`src/rtl/tl_pkg.sv`:
```
// Shared traffic-light definitions: light codes, sequencer phase codes, count type.
// Latency: none (definitions only).
// Backpressure: not applicable.
package tl_pkg;

  // Signal-head light codes, shared by the single-approach light and the intersection.
  typedef enum logic [1:0] {
    RED    = 2'b00,
    YELLOW = 2'b01,
    GREEN  = 2'b10,
    NONE   = 2'b11
  } light_t;

  // Intersection phase codes; CLR_A/CLR_B are only reachable with the all-red clearance build.
  typedef enum logic [2:0] {
    MAIN_GRN = 3'd0,
    MAIN_YEL = 3'd1,
    CLR_A    = 3'd2,
    SIDE_GRN = 3'd3,
    SIDE_YEL = 3'd4,
    CLR_B    = 3'd5
  } phase_t;

  // Phase durations and remaining-time count are 4-bit tick counts.
  typedef logic [3:0] count_t;

  // Main-road head colour for a given phase code.
  function automatic light_t main_light_of(logic [2:0] p);
    case (p)
      MAIN_GRN: main_light_of = GREEN;
      MAIN_YEL: main_light_of = YELLOW;
      default:  main_light_of = RED;
    endcase
  endfunction

  // Side-road head colour for a given phase code.
  function automatic light_t side_light_of(logic [2:0] p);
    case (p)
      SIDE_GRN: side_light_of = GREEN;
      SIDE_YEL: side_light_of = YELLOW;
      default:  side_light_of = RED;
    endcase
  endfunction

endpackage

```
`src/rtl/intersection_scheduler_phase_timer.sv`:
```
// Loadable 4-bit phase down-counter: load wins, otherwise decrements while nonzero and holds at 0.
// Latency: loaded value appears one tick after load; zero reflects the registered count.
// Backpressure: none; the counter simply rests at zero until the next load.
module phase_timer
  import tl_pkg::*;
#(
  parameter logic [3:0] RST_VAL = 4'd15
) (
  input  logic       clk,
  input  logic       reset,
  input  logic       load,
  input  logic [3:0] load_val,
  output logic [3:0] count,
  output logic       zero
);

  count_t count_q;
  count_t count_d;

  // Next count: explicit load, else saturating decrement toward zero.
  always_comb begin
    count_d = count_q;
    if (load) begin
      count_d = load_val;
    end else if (count_q != 4'd0) begin
      count_d = count_q - 4'd1;
    end
  end

  // Count register with synchronous reset to the initial phase duration.
  always_ff @(posedge clk) begin
    if (reset) begin
      count_q <= RST_VAL;
    end else begin
      count_q <= count_d;
    end
  end

  assign count = count_q;
  assign zero  = (count_q == 4'd0);

endmodule

```
`src/rtl/intersection_scheduler.sv`:
```
// Two-approach intersection sequencer: main rests green, latched side demand runs yellow/(clear)/side cycle.
// Latency: all outputs registered; phase changes one tick after the running count is seen at zero.
// Backpressure: none; side demand is latched and served on the next main-green expiry.
// Build option: define ALL_RED_EN to insert the CLR_A/CLR_B all-red clearance phases.
module intersection_scheduler
  import tl_pkg::*;
#(
  parameter int MAIN_GREEN_T = 15,
  parameter int SIDE_GREEN_T = 10,
  parameter int YELLOW_T     = 5,
  parameter int ALL_RED_T    = 2
) (
  input  logic       clk_div_1hz,
  input  logic       reset,
  input  logic       side_req,
  output logic [1:0] main_light,
  output logic [1:0] side_light,
  output logic [3:0] count_time,
  output logic [2:0] phase,
  output logic       side_ack
);

  localparam count_t MG_T = count_t'(MAIN_GREEN_T);
  localparam count_t SG_T = count_t'(SIDE_GREEN_T);
  localparam count_t YL_T = count_t'(YELLOW_T);
`ifdef ALL_RED_EN
  localparam count_t AR_T = count_t'(ALL_RED_T);
`else
  // Clearance duration has no use when the all-red phases are compiled out.
  logic [3:0] unused_all_red;
  assign unused_all_red = count_t'(ALL_RED_T);
`endif

  logic [2:0] phase_q, phase_d;
  logic       req_q, req_d;
  logic       ack_q, ack_d;
  logic [1:0] main_q, side_q;
  logic       pending;
  logic       tmr_load;
  count_t     tmr_load_val;
  count_t     tmr_count;
  logic       tmr_zero;

  phase_timer #(
    .RST_VAL (MG_T)
  ) u_timer (
    .clk      (clk_div_1hz),
    .reset    (reset),
    .load     (tmr_load),
    .load_val (tmr_load_val),
    .count    (tmr_count),
    .zero     (tmr_zero)
  );

  assign pending = req_q | side_req;

  // Phase transition, timer reload and demand-latch update, evaluated only at count zero.
  always_comb begin
    phase_d      = phase_q;
    req_d        = req_q | side_req;
    ack_d        = 1'b0;
    tmr_load     = 1'b0;
    tmr_load_val = MG_T;
    case (phase_q)
      MAIN_GRN: begin
        // Without demand main rests here with the count parked at zero.
        if (tmr_zero && pending) begin
          phase_d      = MAIN_YEL;
          tmr_load     = 1'b1;
          tmr_load_val = YL_T;
        end
      end
      MAIN_YEL: begin
        if (tmr_zero) begin
`ifdef ALL_RED_EN
          phase_d      = CLR_A;
          tmr_load     = 1'b1;
          tmr_load_val = AR_T;
`else
          // Entering side green serves the demand; a same-tick request is absorbed.
          phase_d      = SIDE_GRN;
          tmr_load     = 1'b1;
          tmr_load_val = SG_T;
          req_d        = 1'b0;
          ack_d        = 1'b1;
`endif
        end
      end
`ifdef ALL_RED_EN
      CLR_A: begin
        if (tmr_zero) begin
          // Entering side green serves the demand; a same-tick request is absorbed.
          phase_d      = SIDE_GRN;
          tmr_load     = 1'b1;
          tmr_load_val = SG_T;
          req_d        = 1'b0;
          ack_d        = 1'b1;
        end
      end
`endif
      SIDE_GRN: begin
        if (tmr_zero) begin
          phase_d      = SIDE_YEL;
          tmr_load     = 1'b1;
          tmr_load_val = YL_T;
        end
      end
      SIDE_YEL: begin
        if (tmr_zero) begin
`ifdef ALL_RED_EN
          phase_d      = CLR_B;
          tmr_load     = 1'b1;
          tmr_load_val = AR_T;
`else
          phase_d      = MAIN_GRN;
          tmr_load     = 1'b1;
          tmr_load_val = MG_T;
`endif
        end
      end
`ifdef ALL_RED_EN
      CLR_B: begin
        if (tmr_zero) begin
          phase_d      = MAIN_GRN;
          tmr_load     = 1'b1;
          tmr_load_val = MG_T;
        end
      end
`endif
      default: begin
        // Unreachable encoding: recover straight to a fresh main green.
        phase_d      = MAIN_GRN;
        tmr_load     = 1'b1;
        tmr_load_val = MG_T;
      end
    endcase
  end

  // Sequencer state and registered head outputs derived from the next phase.
  always_ff @(posedge clk_div_1hz) begin
    if (reset) begin
      phase_q <= MAIN_GRN;
      req_q   <= 1'b0;
      ack_q   <= 1'b0;
      main_q  <= GREEN;
      side_q  <= RED;
    end else begin
      phase_q <= phase_d;
      req_q   <= req_d;
      ack_q   <= ack_d;
      main_q  <= main_light_of(phase_d);
      side_q  <= side_light_of(phase_d);
    end
  end

  assign main_light = main_q;
  assign side_light = side_q;
  assign count_time = tmr_count;
  assign phase      = phase_q;
  assign side_ack   = ack_q;

endmodule

```
`config.mk`:
```
export PLATFORM = sky130hd
export DESIGN_NAME = intersection_scheduler
export DESIGN_NICKNAME = d
export VERILOG_FILES = /design/src/rtl/tl_pkg.sv /design/src/rtl/intersection_scheduler_phase_timer.sv /design/src/rtl/intersection_scheduler.sv
export SDC_FILE = /design/constraint.sdc
export NUM_CORES = 1
export LEC_CHECK = 0
export CORE_MARGIN = 2
export CORE_UTILIZATION = 47
export DETAILED_ROUTE_END_ITERATION = 6
export PLACE_DENSITY = 0.76
export SYNTH_ARGS = -nofsm -noshare
export SYNTH_HDL_FRONTEND = slang
export SYNTH_SLANG_ARGS = --single-unit
export TNS_END_PERCENT = 5
```
`constraint.sdc`:
```
create_clock -name clk_div_1hz -period 2.3 [get_ports clk_div_1hz]
set_clock_uncertainty 0.1 [all_clocks]
set_input_delay 0.46 -clock clk_div_1hz [delete_from_list [all_inputs] [get_ports clk_div_1hz]]
set_output_delay 0.46 -clock clk_div_1hz [all_outputs]
set_load 0.1 [all_outputs]
```
; ---- After elaboration in Yosys (flattened, before gate mapping)
; Index checks and enable logic that the tools add are counted.
[word_totals]
ram_bits = 0
mem_count = 0
word_cells = 41
out_inout_bits = 12
rom_bits = 0
register_bits = 13
inputBits = 3
latchBits = 0
[op_classes]
n_eq_ne = 6
n_bitwise = 2
shift = 0
addsub = 1
n_mux = 18
reduce_logical = 8
magnitude_cmp = 0
mul = 0
n_div = 0
[ops]
columns = operator, n
row1 = 2-to-1 mux 4 bit, 4
row2 = 2-to-1 mux 3 bit, 5
row3 = case mux 3 bit (4 select lines), 1
row4 = case mux 4 bit (3 select lines), 1
row5 = case mux 2 bit (2 select lines), 2
row6 = "== test 3 x 1 -> 1 bit, second input constant", 2
row7 = "== test 3 x 2 -> 1 bit, second input constant", 2
row8 = "== test 3 bit, second input constant", 2
row9 = logical NOT 3 bit, 2
row10 = logical NOT 4 bit, 1
row11 = 2-to-1 mux 1 bit, 4
row12 = nonzero test 4 bit, 1
row13 = "subtractor 4 x 1 -> 4 bit, second input constant", 1
row14 = OR reduction 3 bit, 1
row15 = case mux 1 bit (2 select lines), 1
row16 = nonzero test 2 bit, 1
row17 = OR reduction 2 bit, 1
row18 = logical AND 1 bit, 1
row19 = NOT 1 bit, 1
row20 = bitwise OR 1 bit, 1

; ---- Depth between registers and ports, before layout
; Gate-level depths: netlist (run 1).
[depth]
word_depth = 6
depth_mapped = 7
ltp_nobuf = 6

; ---- Hierarchy
; Synthesis (run 1) repeated with hierarchy kept, for this count alone.
[hier_totals]
hier_cells = 67
hier_area_um2 = 620.6
[modules_own_cells]
columns = module, instances, seq_area_each_um2, cells_per_inst, area_each_um2
row1 = intersection_scheduler, 1, 180.2, 41, 384.1
row2 = phase_timer, 1, 80.1, 26, 236.5

; ---- Worst setup path before layout (run 1)
; OpenSTA, ideal clock, no wires.
[synth_path]
kind = register to register
startpoint = reg u_timer.count_q[0], in the netlist u_timer.count[0]
endpoint = reg main_q[1], in the netlist main_light[1]
synth_period_minus_slack_ps = 2480
path_slack_ps = -180
path_buffers = 0
required_time_ps = 2078
stages_incl_launch_ff = 6
setup_time_ps = 122
t_arrival_ps = 2258
cell_sequence = dfxtp_1 inv_1 ha_1 nor3b_2 or3_1 a221o_1
[synth_between]
elab_chain_cells = 6
word_cells_on_any_way = 10
cone_classes = 1 x eq/ne / 6 x mux / 3 x reduce/logical
[synth_rtl]
columns = element, line
row1 = start: declaration, intersection_scheduler_phase_timer.sv:17  ; count_t count_q;
row2 = start signal: assignment, intersection_scheduler_phase_timer.sv:35  ; count_q <= count_d;
row3 = logical NOT 4 bit (*), intersection_scheduler_phase_timer.sv:40  ; assign zero = (count_q == 4'd0);
row4 = logical AND 1 bit, intersection_scheduler.sv:67  ; if (tmr_zero && pending) begin
row5 = 2-to-1 mux 3 bit, intersection_scheduler.sv:67
row6 = case mux 3 bit (4 select lines) (*), intersection_scheduler.sv:64  ; case (phase_q)
row7 = == test 3 x 1 -> 1 bit / logical NOT 3 bit (equally long branches), tl_pkg.sv:29  ; case (p)
row8 = case mux 2 bit (2 select lines) (*), tl_pkg.sv:29
row9 = end signal: assignment, intersection_scheduler.sv:151  ; main_q <= main_light_of(phase_d);
row10 = end: declaration, intersection_scheduler.sv:37  ; logic [1:0] main_q, side_q;
; Mark *: on every way between the ends. The rest lies on a longest branch, timed or not.
; A chain may end at the register's enable or synchronous reset.

; ---- Worst setup path after layout (run 1)
; Same ends and word-level chain as after synthesis.

==> results of run 1 <==
-- layout by cell type, fill, tap and decap left out, types with 2 or more instances in the layout --
master / synthesis / final
clkbuf_4: 0 / 3
nand2_1: 6 / 6
buf_4: 1 / 11
o21ai_1: 2 / 2
o21ai_0: 2 / 2
nor2_1: 10 / 10
a21oi_1: 3 / 3
inv_1: 3 / 3
nor4_1: 2 / 2
buf_12: 0 / 2
nor3_1: 4 / 4
dfxtp_2: 0 / 2
clkdlybuf4s50_1: 0 / 2
nand2b_1: 2 / 2
dfxtp_1: 13 / 11
-- through the flow --
stage | std cells | hold slack (ns) | power (mW) | setup WS, ns
4_1_cts | 103 | 0.4479 | 0.4703 | 0.4112
5_1_grt | 103 | 0.4785 | 0.4862 | 0.3103
3_5_place_dp | 99 | 0.4271 | 0.3265 | 0.4224
2_1_floorplan | 74 | 0.4440 | 0.3066 | 0.1482
3_3_place_gp | 99 | 0.4248 | 0.3264 | 0.4549
6_report | 103 | 0.4467 | 0.4724 | 0.4114
-- worst reg2reg max path: stages (launching register included) --
cell and delay [ns]:
dfxtp_2 0.35, inv_1 0.06, ha_1 0.22, or3b_1 0.52, nor2_8 0.17, o21ai_2 0.06
a221o_1 0.31
-- worst paths after layout --
path / startpoint / to / slack (ns) / cells after the start
setup reg to reg: u_timer.count[0] / main_light[1] / 0.41 / 6
hold / removal: u_timer.count[0] / u_timer.count[0] / 0.45 / 2
hold reg to reg: u_timer.count[0] / u_timer.count[0] / 0.45 / 2
setup / recovery: u_timer.count[0] / main_light[1] / 0.41 / 6
-- cell families after synthesis --
logic type               Yosys count  synth area share
AND/OR/NAND/NOR                   35            0.3205
AO/OA/AOI/OAI                     15            0.1660
flip-flops                        13            0.4015
buffers and inverters              8           0.06371
XOR/XNOR                           1           0.01352
multiplexers                       1           0.01544
adder cells (fa/ha/maj)            1           0.01930
-- sequential cells by signal, indices dropped and copies added, names as in the netlist --
| name | cells |
|---|---|
| req_q | 1 |
| phase | 3 |
| u_timer.count | 4 |
| side_ack | 1 |
| main_light | 2 |
| side_light | 2 |
-- area by class of cell --
class / count / area share
clock buffers: 4 / 0.03251
inverters: 3 / 0.01393
multi-input cells: 53 / 0.4288
flip-flops and latches: 13 / 0.3251
well taps: 15 / 0.02322
repair buffers: 15 / 0.1765
-- power by group through the flow --
stage	clock [mW]	sequential (mW)	combinational, mW
after CTS	0.149	0.242	0.0797
final	0.151	0.242	0.0799
after floorplan	0	0.282	0.0243
after global routing	0.159	0.244	0.0840
after detailed placement	0	0.247	0.0795
after global placement	0	0.247	0.0798
-- routing by layer --
metal / global-route usage / up-vias / part of all wire / wire length [µm]
met5: 0 / - / 0 / 0
met4: 0.09677 / 0 / 0.029 / 40
met3: 0.04891 / 4 / 0.049 / 69
met2: 0.2734 / 21 / 0.41 / 575
met1: 0.2403 / 268 / 0.51 / 716
li1: - / 296 / - / -
==> results_dict.tcl, run 1 <==
set metrics [dict create \
    status "completed" \
    cp.required_ns 2.38 \
    syn_inst 74 \
    port_buffers 14 \
    critical_path_class "flip-flop to flip-flop" \
    p_int_mw 0.3236 \
    start_kind "flip-flop" \
    end_kind "flip-flop" \
    crit_path_top_delay_cell "or3b_1" \
    nets 93 \
    vias_per_cell 5.718 \
    fmax_mhz 529.5 \
    slowest_delay_ns 0.52 \
    crit_buf_inv 1 \
    htreeDepth 1 \
    cts_setup_buffers 0 \
    synth_cell_types 35 \
    worstHoldPathType "flip-flop to flip-flop" \
    yosys_warnings 0 \
    die_width_um 41.14 \
    cts_inserted_buffers 3 \
    peakVddDrop_v 0.0003593 \
    grt_overflow 0 \
    cts_num_sinks 13 \
    path_cells "inv_1 > ha_1 > or3b_1 > nor2_8 > o21ai_2 > a221o_1" \
    initial_core_util 0.4981 \
    finalWirelength_um 1402 \
    wire_per_inst_um 13.61 \
    yosysTopAreaCellShare 0.4015 \
    place.gp.congestion 0.8399 \
    power_frac_clock 0.319 \
    rsz0062_at_grt "false" \
    crit_fanout 6 \
    synth_edf_count 0 \
    pin_count 15 \
    post_cts_resized 0 \
    fillerInstances 117 \
    combPwrFrac 0.169 \
    hold_buffers 0 \
    tightestPinTransition_ns 0.5835 \
    grt.total_usage 0.1842 \
    num_antenna_cells 0 \
    multi_input_area_um2 346.6 \
    slew_headroom 0.6105 \
    synthTopCellsByArea "dfxtp_1 40%, nor2_1 5.8%, nand2_1 3.5%" \
    finalCritPeriodShare 0.8211 \
    vias 589 \
    syn_nets 78 \
    grt_max_degree 15 \
    clk_latency_ns 0.28 \
    cts_buffer_depth 2 \
    yosysMostFrequentCell "dfxtp_1" \
    synthFlopType "dfxtp_1" \
    crit_family "simple AND/OR/NAND/NOR gates" \
    postRouteAntennaNets 0 \
    die_h_um 41.14 \
    grt_pass1_vias 432 \
    p_sw_mw 0.1488 \
    clock-root-buffer "clkbuf_4" \
    cp.arrival_ns 1.97 \
    netlist_area_um2 648.1 \
    drive_gt1_frac 0.2386 \
    synth_area_leader_cell "dfxtp_1" \
    clkTransAtPathRegs_ns 0.09 \
    antenna_found_initial 0 \
    drt_pass1_iterations 4 \
    synth_seq_cells 13 \
    grt_first_pass_wirelength_um 1987 \
    hold_viol 0 \
    seq_area_um2 262.8 \
    p_seq_frac 0.512 \
    die_area_um2 1692 \
    placed_cell_area_um2 782.0 \
    postLayoutCellArea_um2 808.3 \
    power.density_nw_per_um2 584.5 \
    min_period_ns 1.889 \
    async_flop_share 0 \
    yosys-top-cells-count "13 x dfxtp_1, 10 x nor2_1, 6 x nand2_1, 4 x nor3_1" \
    tns_ns 0 \
    p_leak_nw 0.3184 \
    post-route-util 0.6212 \
    post-route-drc-count 0 \
    drv_slew 0 \
    std_cell_rows 13 \
    cap_violations 0 \
    hpwl_um 991.6 \
    syn_avg_cell_area_um2 8.758 \
    syn_to_final_growth_pct 24.71 \
    cts_tree "built" \
    final-setup-viol-count 0 \
    core-area_um2 1301 \
    ys_seq_area_frac 0.4015 \
    switching_share 0.3150 \
    drtIter0Drc 17 \
]
Power figures use the tool's default switching activity.
==> run 2: changes to the inputs <==
--- a/config.mk
+++ b/config.mk
@@ -6,9 +6,9 @@
 export NUM_CORES = 1
 export LEC_CHECK = 0
 export CORE_MARGIN = 2
-export CORE_UTILIZATION = 47
+export CORE_UTILIZATION = 42
 export DETAILED_ROUTE_END_ITERATION = 6
-export PLACE_DENSITY = 0.76
+export PLACE_DENSITY = 0.72
 export SYNTH_ARGS = -nofsm -noshare
 export SYNTH_HDL_FRONTEND = slang
 export SYNTH_SLANG_ARGS = --single-unit
==> constraint.sdc (replaced) <==
create_clock -name clk_div_1hz -period 1.53 [get_ports clk_div_1hz]
set_clock_uncertainty 0.1 [all_clocks]
set_input_delay 0.306 -clock clk_div_1hz [delete_from_list [all_inputs] [get_ports clk_div_1hz]]
set_output_delay 0.306 -clock clk_div_1hz [all_outputs]
set_load 0.1 [all_outputs]
==> results_dict.tcl, run 2 (synthesis results as in run 1) <==
set metrics [dict create \
    status "complete, but fails checks" \
    violations "negative setup slack" \
    fillerInstances 87 \
    peakVddDrop_v 0.0006066 \
    postLayoutCellArea_um2 1165 \
    pin_count 15 \
    p_leak_nw 0.4779 \
    cp.required_ns 1.61 \
    vias 678 \
    cts_buffer_depth 2 \
    vias_per_cell 5.697 \
    antenna_found_initial 0 \
    worstHoldPathType "flip-flop to flip-flop" \
    tns_ns -0.4226 \
    grt_max_degree 15 \
    grt_first_pass_wirelength_um 3008 \
    syn_to_final_growth_pct 79.73 \
    die_area_um2 1873 \
    fmax_mhz 603.6 \
    hpwl_um 1273 \
    grt.total_usage 0.2180 \
    hold_viol 0 \
    num_antenna_cells 0 \
    fin_ws_ns -0.1266 \
    std_cell_rows 14 \
    drt_pass1_iterations 5 \
    htreeDepth 1 \
    start_kind "flip-flop" \
    finalCritPeriodShare 1.083 \
    drive_gt1_frac 0.5243 \
    post-route-util 0.7917 \
    largest_register_ffs 4 \
    slew_headroom 0.7792 \
    rsz0062_at_grt "true" \
    hold_depth 2 \
    slowest_delay_ns 0.43 \
    multi_input_area_um2 436.7 \
    place_ws_ns -0.2274 \
    drtIter0Drc 21 \
    postRouteAntennaNets 0 \
    tightestPinTransition_ns 0.3281 \
    placed_cell_area_um2 1036 \
    clk_latency_ns 0.28 \
    critical_path_class "flip-flop to flip-flop" \
    core-area_um2 1471 \
    final-setup-viol-count 6 \
    post-route-drc-count 0 \
    die_width_um 43.28 \
    drv_slew 0 \
    finalWirelength_um 1965 \
    crit_fanout 4 \
    seq_area_um2 276.5 \
    min_period_ns 1.657 \
    path_cells "inv_4 > ha_4 > or3b_4 > nor2_8 > o21ai_2 > a221o_1" \
    die_h_um 43.28 \
    cts_inserted_buffers 3 \
    initial_core_util 0.4405 \
    final_common_cell "buf_4" \
    grt_overflow 0 \
    placed_cells 113 \
    end_kind "flip-flop" \
    place.gp.congestion 0.8786 \
    final_cells 119 \
    port_buffers 14 \
    r2r_cells 6 \
    clock-root-buffer "clkbuf_4" \
    crit_path_top_delay_cell "or3b_4" \
    cts_num_sinks 13 \
    fin_worst_hold_slack_ns 0.4961 \
    cap_violations 0 \
    wire_per_inst_um 16.51 \
    cp.arrival_ns 1.73 \
    final_cell_mix "13 x buf_4, 12 x buf_12, 10 x nor2_1" \
    power.density_nw_per_um2 669.5 \
    nets 108 \
    cts_tree "built" \
    total_power_mw 0.7799 \
    clkTransAtPathRegs_ns 0.08 \
    grt_pass1_vias 678 \
]
run 2: changes by cell type in the layout (fill, tap and decap cells not counted), sizes merged:
cell,before,now
buf,13,28
run 2: area by class of cell:
cell class | count | share of cell area
well taps | 16 | 0.01719
flip-flops and latches | 13 | 0.2374
multi-input cells | 53 | 0.3749
inverters | 3 | 0.01182
repair buffers | 30 | 0.3362
clock buffers | 4 | 0.02256
run 2: repair_timing:
item                       in CTS  in global routing
setup endpoints to repair       8                 11
hold buffers                    0                  0
resized for setup              11                  6
pin swaps                       6                  2
buffers inserted                2                  0
run 2: path summary, 6_finish.rpt:
check / start / to / slack [ns]
max: u_timer.count[0] / main_light[1] / -0.13
min reg2reg: phase[1] / u_timer.count[3] / 0.50
min: phase[1] / u_timer.count[3] / 0.50
max reg2reg: u_timer.count[0] / main_light[1] / -0.13
run 2: where the power goes:
group | switching (mW) | total, mW | internal, mW | leakage, nW
Combinational | 0.117 | 0.205 | 0.0886 | 0.356
Clock | 0.116 | 0.217 | 0.101 | 0.0150
Sequential | 0.0106 | 0.357 | 0.347 | 0.107
run 2: worst max-delay path, delay by kind of cell (launching register included):
| kind | cells | cell delay (ns) |
|---|---|---|
| simple gates | 2 | 0.54 |
| flops | 1 | 0.36 |
| compound gates | 2 | 0.36 |
| fa+ha+maj | 1 | 0.14 |
| buf+inv | 1 | 0.05 |
run 2: per-layer routing:
metal	part of all wire	vias up	GRT usage	wire (µm)
met2	0.51	24	0.3821	1009
met4	0.0097	0	0.03636	19
met3	0.045	4	0.06383	88
met5	0	-	0	0
li1	-	324	-	-
met1	0.43	326	0.2644	848
==> run 3: changes to the inputs <==
--- a/config.mk
+++ b/config.mk
@@ -6,10 +6,11 @@
 export NUM_CORES = 1
 export LEC_CHECK = 0
 export CORE_MARGIN = 2
-export CORE_UTILIZATION = 42
+export CORE_UTILIZATION = 41
 export DETAILED_ROUTE_END_ITERATION = 6
-export PLACE_DENSITY = 0.72
+export PLACE_DENSITY = 0.71
 export SYNTH_ARGS = -nofsm -noshare
 export SYNTH_HDL_FRONTEND = slang
+export SYNTH_HIERARCHICAL = 1
 export SYNTH_SLANG_ARGS = --single-unit
 export TNS_END_PERCENT = 5
==> results_dict.tcl, run 3 <==
set metrics [dict create \
    syn_inst 67 \
    hpwl_um 1115 \
    syn_to_final_growth_pct 87.90 \
    cp.required_ns 1.60 \
    pin_count 15 \
    p_leak_nw 0.4780 \
    drive_gt1_frac 0.6569 \
    grt_max_degree 10 \
    rr_endpoint "main_light[1]" \
    total_power_mw 0.7124 \
    synth_seq_cells 13 \
    die_width_um 42.91 \
    synthFlopType "dfxtp_1" \
    end_kind "flip-flop" \
    initial_core_util 0.4269 \
    status "complete, but fails checks" \
    fin_worst_hold_slack_ns 0.4989 \
    num_antenna_cells 0 \
    critical_path_class "flip-flop to flip-flop" \
    min_from "req_q" \
    fillerInstances 97 \
    yosys_warnings 6 \
    grt_pass1_vias 601 \
    slowest_delay_ns 0.35 \
    peakVddDrop_v 0.0005580 \
    postRouteAntennaNets 0 \
    power.density_nw_per_um2 610.9 \
    tightestPinTransition_ns 0.4389 \
    port_buffers 14 \
    crit_path_top_delay_cell "dfxtp_4" \
    cp.arrival_ns 1.83 \
    cts_inserted_buffers 3 \
    drt_pass1_iterations 4 \
    slew_headroom 0.7052 \
    grt_overflow 0 \
    yosys-top-cells-count "13 x dfxtp_1, 6 x a21oi_1, 5 x nor3_1" \
    crit_family "simple AND/OR/NAND/NOR gates" \
    syn_avg_cell_area_um2 9.263 \
    tns_ns -1.788 \
    finalWirelength_um 1376 \
    drv_slew 0 \
    fin_ws_ns -0.2367 \
    synthTopCellsByArea "dfxtp_1 42%, a21oi_1 4.8%, nor3_1 4.0%" \
    r2r_cells 7 \
    path_cells "inv_4 > ha_4 > nor3b_4 > buf_6 > o21ai_2 > or3_1 > a31o_2" \
    final-setup-viol-count 13 \
    async_flop_share 0 \
    netlist_area_um2 620.6 \
    ys_seq_area_frac 0.4194 \
    yosysMostFrequentCell "dfxtp_1" \
    hold_buffers 0 \
    clkTransAtPathRegs_ns 0.07 \
    synth_cell_types 32 \
    whs_endpoint "req_q" \
    drtIter0Drc 5 \
    finalCritPeriodShare 1.155 \
    worstHoldPathType "flip-flop to flip-flop" \
    clock-root-buffer "clkbuf_4" \
    clk_latency_ns 0.27 \
    syn_nets 71 \
    yosysTopAreaCellShare 0.4194 \
    die_h_um 42.91 \
    cts_buffer_depth 2 \
    min_period_ns 1.767 \
    start_kind "flip-flop" \
    nets 107 \
    grt.total_usage 0.1821 \
    r2r_slack_ns -0.24 \
    rsz0062_at_grt "true" \
    vias 595 \
    violations "negative setup slack" \
    fmax_mhz 566.0 \
    post-route-drc-count 0 \
    htreeDepth 1 \
    place_ws_ns -0.4832 \
    synth_area_leader_cell "dfxtp_1" \
    largest_register_ffs 4 \
    synth_edf_count 0 \
    rr_startpoint "u_timer/count[1]" \
    grt_first_pass_wirelength_um 2504 \
    final_cell_mix "21 x buf_4, 12 x buf_12, 6 x dfxtp_1" \
    crit_buf_inv 2 \
    std_cell_rows 14 \
    wire_per_inst_um 11.66 \
    core-area_um2 1454 \
    cts_num_sinks 13 \
    crit_fanout 4 \
    place.gp.congestion 0.8376 \
    hold_viol 0 \
    die_area_um2 1841 \
    cts_tree "built" \
    final_common_cell "buf_4" \
    hold_depth 2 \
    cap_violations 0 \
    antenna_found_initial 0 \
    vias_per_cell 5.042 \
]
==> run 3: cell count changes in the layout (fill, tap and decap cells not counted), moves of 2 or more <==
cell / before / now
nor3_2: 0 / 2
a21oi_2: 0 / 2
buf_6: 3 / 1
buf_4: 13 / 21
nor2_1: 10 / 2
a2111oi_2: 0 / 2
o21ai_0: 2 / 0
nand2_1: 6 / 3
==> run 3: final cells by class <==
cell class,instances,area [µm²],share of cell area
clock buffers,4,26.28,0.02253
flip-flops and latches,13,276.5,0.2371
inverters,3,16.27,0.01395
well taps,16,20.02,0.01717
multi-input cells,46,397.9,0.3412
repair buffers,36,429.2,0.3680
==> run 3: logic make-up (layout without fill, tap and decap cells) <==
logic type               after synthesis  in the layout  synth area share
AND/OR/NAND/NOR                       27             27            0.2843
adder cells (fa/ha/maj)                1              1           0.02016
AO/OA/AOI/OAI                         15             15            0.1653
multiplexers                           1              1           0.01814
flip-flops                            13             13            0.4194
XOR/XNOR                               2              2           0.02823
buffers and inverters                  8             43           0.06452
==> run 3: report_power, final <==
part	switching, mW	internal (mW)
clock network	0.101	0.101
registers	0.00806	0.345
logic	0.0867	0.0710
==> run 3: worst max path at each step <==
| stage | cells past startpoint | endpoint | from | slack (ns) |
|---|---|---|---|---|
| final | 7 | main_light[1] | u_timer/count[1] | -0.24 |
| after global routing | 7 | u_timer/count[3] | u_timer/count[1] | -0.32 |
| after CTS | 7 | main_light[1] | u_timer/count[1] | -0.23 |
| after detailed placement | 6 | u_timer/count[3] | side_req | -0.48 |
| after global placement | 6 | u_timer/count[2] | side_req | -0.44 |
| after floorplan | 10 | u_timer/count[3] | u_timer/count[1] | -0.36 |
==> run 3: tightest hold or removal path, cell delays in order, from the launching register on <==
cell	delay [ns]
dfxtp_1	0.33
nor2_1	0.17
nor3b_2	0.06
==> run 3: per-stage QoR <==
stage                     instances  cell area [µm²]    util
after floorplan                  67            685.7       -
after global placement          112             1085  0.7461
after detailed placement        112             1085  0.7461
after CTS                       118             1154  0.7935
after global routing            118             1166  0.8021
final                           118             1166  0.8021
==> run 3: timing repair <==
action                     CTS  global route
buffers inserted             2             0
resized for setup            8             3
setup endpoints to repair   11            13
pin swaps                    4             1
==> run 3: layer usage <==
layer	wire [µm]	global-route usage	up-vias
met5	0	0	-
met4	0	0.03750	0
met3	66	0.06809	0
met2	668	0.2818	13
met1	641	0.2408	271
li1	-	-	311
